`src/rtl/microcode_step_sequencer_pkg.sv`:
```
// gb_seq_pkg: shared sequencer states and opcode constants for the microcode step sequencer.
package gb_seq_pkg;
    typedef enum logic [1:0] {FETCH0, FETCH_CB, RUN, HALT} seq_state_t;
    localparam logic [7:0] OPC_CB           = 8'hCB;
    localparam logic [7:0] DEF_RESET_OPCODE = 8'h00;
endpackage

```
`src/rtl/microcode_step_sequencer_cycle_step_shift.sv`:
```
// cycle_step_shift: one-hot machine-cycle step register with load/clear/advance and a sticky overrun flag.
module cycle_step_shift #(
    parameter int STEP_W = 4
) (
    input  logic              i_Clk,
    input  logic              i_Reset,
    input  logic              i_Load,
    input  logic              i_Clear,
    input  logic              i_Advance,
    output logic [STEP_W-1:0] o_Step,
    output logic              o_Overrun
);
    always_ff @(posedge i_Clk) begin
        if (i_Reset) begin
            o_Step    <= '0;
            o_Overrun <= 1'b0;
        end else if (i_Load) begin
            o_Step <= STEP_W'(1);
        end else if (i_Clear) begin
            o_Step <= '0;
        end else if (i_Advance) begin
            // The last step saturates instead of wrapping so groups never see a phantom step 0
            if (o_Step[STEP_W-1])
                o_Overrun <= 1'b1;
            else
                o_Step <= o_Step << 1;
        end
    end
endmodule

```
`src/rtl/microcode_step_sequencer.sv`:
```
// microcode_step_sequencer: opcode/CB/step sequencing for the microcode groups, including HALT entry and exit.
// Optional macro SEQ_HALT_BUG_EN reproduces the HALT bug (HALT exit with IME=0 skips one PC increment).
module microcode_step_sequencer
    import gb_seq_pkg::*;
#(
    parameter int         STEP_W       = 4,
    parameter logic [7:0] RESET_OPCODE = DEF_RESET_OPCODE
) (
    input  logic              i_Clk,
    input  logic              i_Reset,
    input  logic              i_Tick,
    input  logic              i_Stall,
    input  logic              i_Instr_Done,
    input  logic              i_Halt_Req,
    input  logic              i_Int_Pending,
    input  logic              i_IME,
    input  logic [7:0]        i_Bus_Data,
    output logic [STEP_W-1:0] o_Cycle_Step,
    output logic [7:0]        o_Opcode,
    output logic              o_CB_Prefix,
    output logic              o_Active,
    output logic              o_PC_Inc,
    output logic              o_Halted,
    output logic              o_Step_Overrun
);
    seq_state_t state;
    logic       adv, fetch, is_cb, suppress;
    logic       in_run, done_next, step_load, step_clear, step_adv;

    assign adv       = i_Tick & !i_Stall;
    assign is_cb     = i_Bus_Data == OPC_CB;
    assign in_run    = state == RUN;
    assign done_next = in_run & i_Instr_Done & !i_Halt_Req;
    // An opcode byte is taken from the bus either from idle fetch or back-to-back at instruction end
    assign fetch     = adv & (state == FETCH0 | done_next);

    assign step_load  = adv & state == FETCH_CB | fetch & !is_cb;
    assign step_clear = adv & in_run & i_Instr_Done & (i_Halt_Req | is_cb);
    assign step_adv   = adv & in_run & !i_Instr_Done;

    assign o_Active = in_run;
    assign o_Halted = state == HALT;
    assign o_PC_Inc = (fetch | adv & state == FETCH_CB) & !suppress;

    cycle_step_shift #(.STEP_W(STEP_W)) u_step (
        .i_Clk    (i_Clk),
        .i_Reset  (i_Reset),
        .i_Load   (step_load),
        .i_Clear  (step_clear),
        .i_Advance(step_adv),
        .o_Step   (o_Cycle_Step),
        .o_Overrun(o_Step_Overrun)
    );

    always_ff @(posedge i_Clk) begin
        if (i_Reset) begin
            state       <= FETCH0;
            o_Opcode    <= RESET_OPCODE;
            o_CB_Prefix <= 1'b0;
        end else if (fetch) begin
            o_Opcode    <= i_Bus_Data;
            o_CB_Prefix <= is_cb;
            state       <= is_cb ? FETCH_CB : RUN;
        end else if (adv) begin
            case (state)
                FETCH_CB: begin
                    o_Opcode <= i_Bus_Data;
                    state    <= RUN;
                end
                RUN:     state <= i_Instr_Done ? HALT : RUN;
                HALT:    state <= i_Int_Pending ? FETCH0 : HALT;
                default: state <= state;
            endcase
        end
    end

`ifdef SEQ_HALT_BUG_EN
    // Leaving HALT with interrupts disabled makes the next fetch re-read the same byte
    always_ff @(posedge i_Clk) begin
        if (i_Reset)
            suppress <= 1'b0;
        else if (adv & state == HALT & i_Int_Pending & !i_IME)
            suppress <= 1'b1;
        else if (fetch | adv & state == FETCH_CB)
            suppress <= 1'b0;
    end
`else
    logic unused_ime;
    assign suppress   = 1'b0;
    assign unused_ime = i_IME;
`endif
endmodule

```
`config.mk`:
```
export PLATFORM = sky130hd
export DESIGN_NAME = microcode_step_sequencer
export DESIGN_NICKNAME = d
export VERILOG_FILES = /design/src/rtl/microcode_step_sequencer_pkg.sv /design/src/rtl/microcode_step_sequencer_cycle_step_shift.sv /design/src/rtl/microcode_step_sequencer.sv
export SDC_FILE = /design/constraint.sdc
export NUM_CORES = 1
export LEC_CHECK = 0
export BUFFER_PORTS_ARGS = -buffer_cell sky130_fd_sc_hd__buf_2
export CORE_MARGIN = 2
export CORE_UTILIZATION = 44
export CTS_CLUSTER_DIAMETER = 100
export CTS_CLUSTER_SIZE = 16
export DETAILED_ROUTE_END_ITERATION = 7
export PLACE_DENSITY_LB_ADDON = 0.25
export SETUP_SLACK_MARGIN = 0.15
export SYNTH_ARGS = -nofsm -noshare
export SYNTH_HDL_FRONTEND = slang
export SYNTH_SLANG_ARGS = --single-unit
```
`constraint.sdc`:
```
create_clock -name i_Clk -period 1.76 [get_ports i_Clk]
set_input_delay 0.264 -clock i_Clk [delete_from_list [all_inputs] [get_ports i_Clk]]
set_output_delay 0.264 -clock i_Clk [all_outputs]
set_load 0.005 [all_outputs]
```
Word level (Yosys, flattened, before mapping):

Cells that the tools add are included.

* register bits after elaboration: 16
* bits of input ports: 16
* output and inout bits: 17
* logic and storage cells: 57

* eq/ne operators: 5
* mux-type cells: 13
* bitwise logic cells: 17
* reductions and logical operators: 15

Operators by type and width (number)
* 8-bit 2-to-1 mux: 3
* 1-bit AND: 10
* 8-bit equality test, second input constant: 1
* 2-bit 2-to-1 mux: 4
* 2-bit AND reduction: 4
* 2-bit case mux with 3 select lines: 1
* 2-bit equality test, second input constant: 2
* 1-bit logical NOT: 4
* 1-bit 2-to-1 mux: 4
* 4-bit 2-to-1 mux: 1
* 1-bit OR: 4
* 4-bit AND reduction: 1
* 2-bit nonzero test: 2
* 4-bit nonzero test: 1
* 3-bit inequality test, second input constant: 1
* 1-bit inverter: 3
* 3-bit nonzero test: 1
* 3-bit OR reduction: 1
* 2-bit by 1-bit equality test with 1-bit output, second input constant: 1
* 2-bit logical NOT: 1

Longest topological paths before layout:

Gate-level depths: netlist of the first run.

* depth in word-level cells: 9
* gate-level depth with buffers: 6
* gate-level depth less buffers: 5

Cells and area by module:

From an unflattened synthesis of the first run, not the netlist that was laid out.

* cell total of the unflattened synthesis: 74
* area, all modules: 711.9 µm²

Modules (own cells, without submodules)
* microcode_step_sequencer: times used 1, cells each 55, area each 530.5 µm², seq. area each 220.2 µm²
* cycle_step_shift: times used 1, cells each 19, area each 181.4 µm², seq. area each 100.1 µm²

Worst setup path before layout of the first run:

No wires, ideal clock.

* path kind: reg2reg
* from: reg state[0]
* to: reg u_step.o_Step[1]
* setup time: 0.127 ns
* data arrival time: 1.259 ns
* required time: 1.633 ns
* slack: 0.374 ns
* cell stages (with the launch flop): 6
* buffers on the path: 1
* clock period less this slack: 1.386 ns
* path through: dfxtp_1 > buf_2 > nand2b_4 > or4_4 > mux2i_1 > nor3_1

* cells in the longest elaborated chain, start to end: 8
* elaborated cells between the ends (all ways): 16
* classes of those cells: 2 x eq/ne; 11 x bitwise; 3 x reduce/logical

Ends and longest elaborated chain
* from (decl): RTL line microcode_step_sequencer.sv:26 `seq_state_t state;`
* from (signal assigned): RTL line microcode_step_sequencer.sv:63 `state <= is_cb ? FETCH_CB : RUN;`
* from (signal assigned): RTL line microcode_step_sequencer.sv:70 `RUN: state <= i_Instr_Done ? HALT : RUN;`
* from (signal assigned): RTL line microcode_step_sequencer.sv:71 `HALT: state <= i_Int_Pending ? FETCH0 : HALT;`
* 2-bit equality test: RTL line microcode_step_sequencer.sv:32 `assign in_run = state == RUN;`
* 1-bit AND (2 in series): RTL line microcode_step_sequencer.sv:33 `assign done_next = in_run & i_Instr_Done & !i_Halt_Req;`
* 1-bit OR: RTL line microcode_step_sequencer.sv:35 `assign fetch = adv & (state == FETCH0 | done_next);`
* 1-bit AND: RTL line microcode_step_sequencer.sv:35
* 1-bit AND: RTL line microcode_step_sequencer.sv:37 `assign step_load = adv & state == FETCH_CB | fetch & !is_cb;`
* 1-bit OR: RTL line microcode_step_sequencer.sv:37
* 3-bit OR reduction (no line)
* to (signal assigned): RTL line microcode_step_sequencer_cycle_step_shift.sv:26 `o_Step <= o_Step << 1;`
* to (decl): RTL line microcode_step_sequencer_cycle_step_shift.sv:10 `output logic [STEP_W-1:0] o_Step,`

Parallel ways exist; a longest one is shown, timed or not.
A chain may end at the register's enable or synchronous reset.

Worst setup path after layout of the first run:

* from: reg state[1]
* to: out o_PC_Inc

* cells in the longest elaborated chain, start to end: 6
* elaborated cells between the ends (all ways): 9
* classes of those cells: 2 x eq/ne; 6 x bitwise; 1 x reduce/logical

Ends and longest elaborated chain
* 2-bit equality test: RTL line microcode_step_sequencer.sv:32
* 1-bit AND (2 in series): RTL line microcode_step_sequencer.sv:33
* 1-bit OR: RTL line microcode_step_sequencer.sv:35
* 1-bit AND: RTL line microcode_step_sequencer.sv:35
* 1-bit OR *: RTL line microcode_step_sequencer.sv:43 `assign o_PC_Inc = (fetch | adv & state == FETCH_CB) & !suppress;`
* to (decl): RTL line microcode_step_sequencer.sv:22 `output logic o_PC_Inc,`

Mark *: on every way between the ends. The rest lies on a longest branch, timed or not.

==> metrics.md, run 1 <==
| Metric | Value |
|---|---|
| Status | complete, no violations |
| Clk root buf | clkbuf_4 |
| Pre-antenna DRT Iters | 3 |
| Crit-path max FO | 9 |
| Warnings, synthesis | 0 |
| Grt ovf | 0 |
| Area of the multi-input gates | 394.1 µm² |
| Tmin final | 1.515 ns |
| CP cell instances | a211o_4, nand2_1, buf_2 |
| CP arrival | 1.25 ns |
| Port bufs | 31 |
| CTS sink count | 16 |
| First-pass GRT wire length | 2939 µm |
| Worst setup path class | reg -> out |
| CP startpoint kind | flip-flop |
| Met2 wire length | 881 µm |
| Required @ worst endpoint | 1.50 ns |
| Post-Syn Nets | 101 |
| Initial DRC count | 21 |
| # H-tree levels | 1 |
| Storage cell area | 321.6 µm² |
| Fmax | 0.6598 GHz |
| Top cell type's share of synthesized area | 43.91% |
| Clock slew at reported path FFs | 0.09 ns |
| Clock Latency Late Sink | 0.29 ns |
| Number of synthesized flops with an enable pin | 0 |
| Clk buf depth | 2 |
| Vias in the first global route | 686 |
| Synth area leader | dfxtp_1 |
| Most common cell in the synthesized netlist | dfxtp_1 |
| Logic pwr share | 14.5% |
| Clock Power Share | 32.6% |
| I/O Pins | 33 |
| Area growth syn-to-layout | 32.25% |
| Via count | 774 |
| Slew at the pin closest to its max-slew limit | 0.3042 ns |
| Yosys cell types | 30 |
| Final TNS setup | 0 ns |
| Mapped Avg Cell Area | 8.582 µm² |
| Die Span Y | 44.72 µm |
| Fillcell total | 138 |
| Post-route DRC | 0 |
| Worst vdd ir | 0.6130 mV |
| Final cycle utilization of the critical path | 86.11% |
| Maxcap violations | 0 |
| Syn Inst Count | 85 |
| Sequential power share | 52.9% |
| Worst setup EP type | primary output |
| Final setup viols | 0 |
| Largest net degree at the start of global routing | 16 |
| Post-DRT Antenna Nets | 0 |
| CP max stage delay | 0.39 ns |
| Core area | 1524 µm² |
| Final Hold Viols | 0 |
| Relative slew slack | 79.57% |
| Reg-to-reg endpoint | u_step.o_Step[1] |
| FF-to-FF Start | state[0] |
| Met3 wire length | 75 µm |
| Routed Wire Length | 1848 µm |
| Seq/Total Area, Yosys | 43.91% |
| Mapped cell area | 729.5 µm² |
| Slew Viols, Final | 0 |
| Share of cells above drive strength 1 | 36.67% |
| Hold depth | 3 |
| Nets | 137 |
| # hold bufs at CTS | 0 |
| Postcts setup bufs | 0 |
| Register bit total from synthesis | 16 |
| Post-DR vias/cell | 5.691 |
| HP Start | i_Bus_Data[3] |
| Top cells by area, synth | dfxtp_1 44%, a21oi_1 8.2%, nand3_1 6.2% |
| Rows | 14 |
| Initial core utilization | 47.87% |
| Commonest cells post-synth | 16 x dfxtp_1, 12 x a21oi_1, 9 x nand3_1, 9 x o21ai_0, 5 x nand2_1 |
| CP max stage cell | dfxtp_2 |
| Detailed-routing wirelength on met1 | 854 µm |
| Reg2Reg Depth | 4 |
| Worst hold slack | 0.2414 ns |
| Setup Skew | 0.004803 ns |
| Sw Share | 24.86% |
| Wire per inst | 13.59 µm |
| Reg-to-reg slack, setup | 0.32 ns |
| CTS tree | built |
| GRT Total Usage | 19.90% |
| Ys async rst share | 0% |
| N_diodes | 0 |
| GPL Wtd Cong | 0.8620 |
| Lkg Pwr | 0.4520 nW |
| Die X | 44.72 µm |
| Net switching power | 0.0001840 W |
| Power Density | 767.3 nW/µm² |
| Initial antenna violation count | 0 |
| RSZ-0062 raised after global routing | false |
| Min-Delay Path Class | in -> reg |
| Post-DP HPWL | 1333 µm |
| Die area | 1999 µm² |
| CTS Buf Count | 3 |
| Worst Hold Path EP | o_Opcode[3] |
| Top layer in use | met4 |
| Top_reg_cell synth | dfxtp_1 |
| Internal Power | 0.0005562 W |
-- layout by cell type (no fill, tap or decap), types with 2 or more instances in the layout --
cell type and n:
a21oi_1 12, buf_2 31, buf_4 4, clkbuf_4 3
dfxtp_1 15, inv_1 2, mux2i_1 2, nand2_1 5
nand2b_1 2, nand3_1 9, nor2_1 2, nor3_1 4
o21ai_0 9
-- sequential cells by signal, indices dropped and copies added (netlist names) --
register and cells:
o_CB_Prefix 1, o_Opcode 8, state 2, u_step.o_Overrun 1, u_step.o_Step 4
-- timing repair --
| item | 4_1_cts | 5_1_grt |
|---|---|---|
| endpoints found under the setup margin | 1 | 1 |
| endpoints found under the hold margin | 0 | 0 |
| resized for setup | 1 | 2 |
-- power groups by stage --
| stage | Clock, W | Combinational, W | Sequential [W] |
|---|---|---|---|
| 2_1_floorplan | 0 | 0.0000559 | 0.000396 |
| 6_report | 0.000241 | 0.000108 | 0.000392 |
| 5_1_grt | 0.000256 | 0.000120 | 0.000394 |
| 3_3_place_gp | 0 | 0.000103 | 0.000398 |
| 4_1_cts | 0.000250 | 0.000106 | 0.000390 |
| 3_5_place_dp | 0 | 0.000105 | 0.000399 |
-- cell families (layout without fill, tap and decap cells) --
| kind of cell | Yosys count | in the layout | share of synthesized area, % |
|---|---|---|---|
| buffers and inverters | 6 | 41 | 3.259 |
| multiplexers | 2 | 2 | 2.745 |
| flip-flops | 16 | 16 | 43.91 |
| AND/OR/NAND/NOR | 31 | 31 | 24.87 |
| AO/OA/AOI/OAI | 30 | 30 | 25.22 |
-- cell type report --
| type | instances | area share [%] |
|---|---|---|
| clock buffers | 4 | 3.761 |
| well taps | 16 | 2.075 |
| repair buffers | 35 | 19.20 |
| inverters | 2 | 0.7782 |
| multi-input cells | 63 | 40.86 |
| flip-flops and latches | 16 | 33.33 |
-- per-stage QoR --
stage	setup slack, ns	power [W]	std cells	util [%]	instance area [µm²]
floorplan	0.3739	0.0004521	85	-	729.5
global placement	0.1996	0.0005005	132	60.26	918.4
detailed placement	0.1851	0.0005035	132	60.26	918.4
CTS	0.1683	0.0007458	136	62.73	955.9
global route	0.1825	0.0007697	136	63.30	964.7
finish	0.2445	0.0007402	136	63.30	964.7
-- critical path, delay by kind of cell, from the launching register on --
family                 cells  cell delay (ns)
AO/OA/AOI/OAI              1             0.39
buffers and inverters      1             0.11
flip-flops                 1             0.39
AND/OR/NAND/NOR            1             0.08
-- worst max-delay path by stage --
stage | from | endpoint | slack (ns) | cells past startpoint
finish | state[1] | o_PC_Inc | 0.24 | 3
global route | state[0] | o_PC_Inc | 0.18 | 3
CTS | state[1] | o_PC_Inc | 0.17 | 3
detailed placement | i_Stall | u_step.o_Step[3] | 0.19 | 5
global placement | i_Stall | u_step.o_Step[1] | 0.20 | 5
floorplan | state[0] | u_step.o_Step[1] | 0.37 | 5
-- per-layer routing --
layer	vias to the layer above	global-route usage [%]
li1	388	-
met1	363	25.76
met2	18	32.17
met3	5	2.400
met4	0	10.91
met5	-	0
No activity file was read; power rests on OpenSTA's default activity.
==> inputs of run 2 (changes only) <==
- CORE_UTILIZATION: 44 -> 47
- CTS_BUF_LIST: default -> sky130_fd_sc_hd__clkbuf_8
==> metrics.md, run 2 (synthesis gave the netlist of run 1 again) <==
| Metric | Value |
|---|---|
| Status | complete, no violations |
| Largest regs | o_Opcode: 8 flops, u_step.o_Step: 4 flops, state: 2 flops |
| Hold depth | 3 |
| Worst setup path class | reg -> out |
| Largest net degree at the start of global routing | 16 |
| Largest Register | o_Opcode |
| Pre-antenna DRT Iters | 4 |
| CP max stage cell | dfxtp_1 |
| Maxcap violations | 0 |
| Core area | 1471 µm² |
| Setup Skew | 0.006101 ns |
| Die X | 43.40 µm |
| Reg2Reg Depth | 4 |
| Min-Delay Path Class | in -> reg |
| Crit-path max FO | 8 |
| Lkg Pwr | 0.4629 nW |
| Max reg flops | 8 |
| Worst setup EP type | primary output |
| Slew Viols, Final | 0 |
| Post-DP HPWL | 1310 µm |
| Die Span Y | 43.40 µm |
| FF-to-FF Start | state[1] |
| Final Hold Viols | 0 |
| Postcts setup bufs | 0 |
| Clock Latency Late Sink | 0.25 ns |
| Initial antenna violation count | 0 |
| Relative slew slack | 78.86% |
| Reg-to-reg endpoint | u_step.o_Step[1] |
| Wire per inst | 12.77 µm |
| GRT Total Usage | 20.35% |
| Die area | 1883 µm² |
| Fmax | 0.6407 GHz |
| First-pass GRT wire length | 2939 µm |
| Area growth syn-to-layout | 34.65% |
| Most frequent cells in the layout | 31 x buf_2, 16 x dfxtp_1, 12 x a21oi_1 |
| Clock slew at reported path FFs | 0.07 ns |
| N_diodes | 0 |
| CTS Buf Count | 3 |
| CTS sink count | 16 |
| Reg-to-reg slack, setup | 0.31 ns |
| Rows | 14 |
| Worst Hold Path EP | o_Opcode[3] |
| Routed Wire Length | 1750 µm |
| CP max stage delay | 0.50 ns |
| Tmin final | 1.561 ns |
| WP buf/inv | 1 |
| Grt ovf | 0 |
| Post-DRT Antenna Nets | 0 |
| CTS tree | built |
| Post-route DRC | 0 |
| Worst vdd ir | 0.5170 mV |
| # H-tree levels | 1 |
| CP arrival | 1.30 ns |
| Layout Cells excl Fill | 137 |
| Vias in the first global route | 728 |
| Post-DR vias/cell | 5.752 |
| End-of-flow core utilization | 66.75% |
| Slew at the pin closest to its max-slew limit | 0.3172 ns |
| CP cell instances | nand3b_1, nand2_1, buf_2 |
| Nets | 138 |
| Commonest non-fill, non-tap cell in the layout | buf_2 |
| Initial DRC count | 23 |
| Share of cells above drive strength 1 | 36.36% |
| GPL Wtd Cong | 0.8390 |
| Crit-path leading delay family | flip-flops |
| Final cycle utilization of the critical path | 88.68% |
| Total Power | 0.0008209 W |
| DP Cell Count | 133 |
| Final setup viols | 0 |
| Port bufs | 31 |
| Final TNS setup | 0 ns |
| CP startpoint kind | flip-flop |
| HP Start | i_Bus_Data[3] |
| Clk root buf | clkbuf_8 |
| RSZ-0062 raised after global routing | false |
| Required @ worst endpoint | 1.50 ns |
| Clk buf depth | 2 |
| I/O Pins | 33 |
| Initial core utilization | 49.57% |
| Power Density | 835.8 nW/µm² |
| Via count | 788 |
## run 2: final cells by class
cell class | count | area, µm²
fill | 139 | 489.2
inverter | 2 | 7.507
tap | 16 | 20.02
sequential | 16 | 320.3
multi-input combinational | 63 | 386.6
timing repair buffer | 36 | 192.7
clock buffer | 4 | 55.05
## run 2: where the power goes
group          switching (W)  internal (W)  leakage (nW)
Sequential         0.0000131      0.000378         0.130
Combinational      0.0000539     0.0000527         0.304
Clock               0.000125      0.000198        0.0288
## run 2: layer usage
layer | GRT usage [%] | wire length [µm] | up-vias
li1 | - | - | 390
met1 | 25.00 | 774 | 363
met2 | 34.93 | 831 | 32
met3 | 4.167 | 125 | 3
met4 | 7.879 | 19 | 0
met5 | 0 | 0 | -
## run 2: worst max path at each step
stage,start,to,slack [ns],cells past startpoint
3_3_place_gp,i_Stall,u_step.o_Step[1],0.22,5
4_1_cts,state[1],o_PC_Inc,0.18,3
3_5_place_dp,i_Stall,u_step.o_Step[3],0.18,5
6_report,state[1],o_PC_Inc,0.20,3
2_1_floorplan,state[0],u_step.o_Step[1],0.37,5
5_1_grt,state[1],o_PC_Inc,0.15,3
## run 2: timing repair
item | CTS | global route
setup endpoints to repair | 0 | 1
resized for setup | 0 | 1
hold buffers | 0 | 0
## run 2: stage by stage
| step | area, µm² | setup WS, ns | hold WS (ns) |
|---|---|---|---|
| finish | 982.2 | 0.1992 | 0.2819 |
| floorplan | 729.5 | 0.3739 | 0.3331 |
| global route | 982.2 | 0.1535 | 0.3050 |
| detailed placement | 925.9 | 0.1826 | 0.4524 |
| global placement | 925.9 | 0.2210 | 0.4442 |
| CTS | 980.9 | 0.1829 | 0.2855 |
## run 2: tightest hold or removal path: stages
cell,delay (ns)
buf_2,0.10
o21ai_0,0.06
a21oi_1,0.06
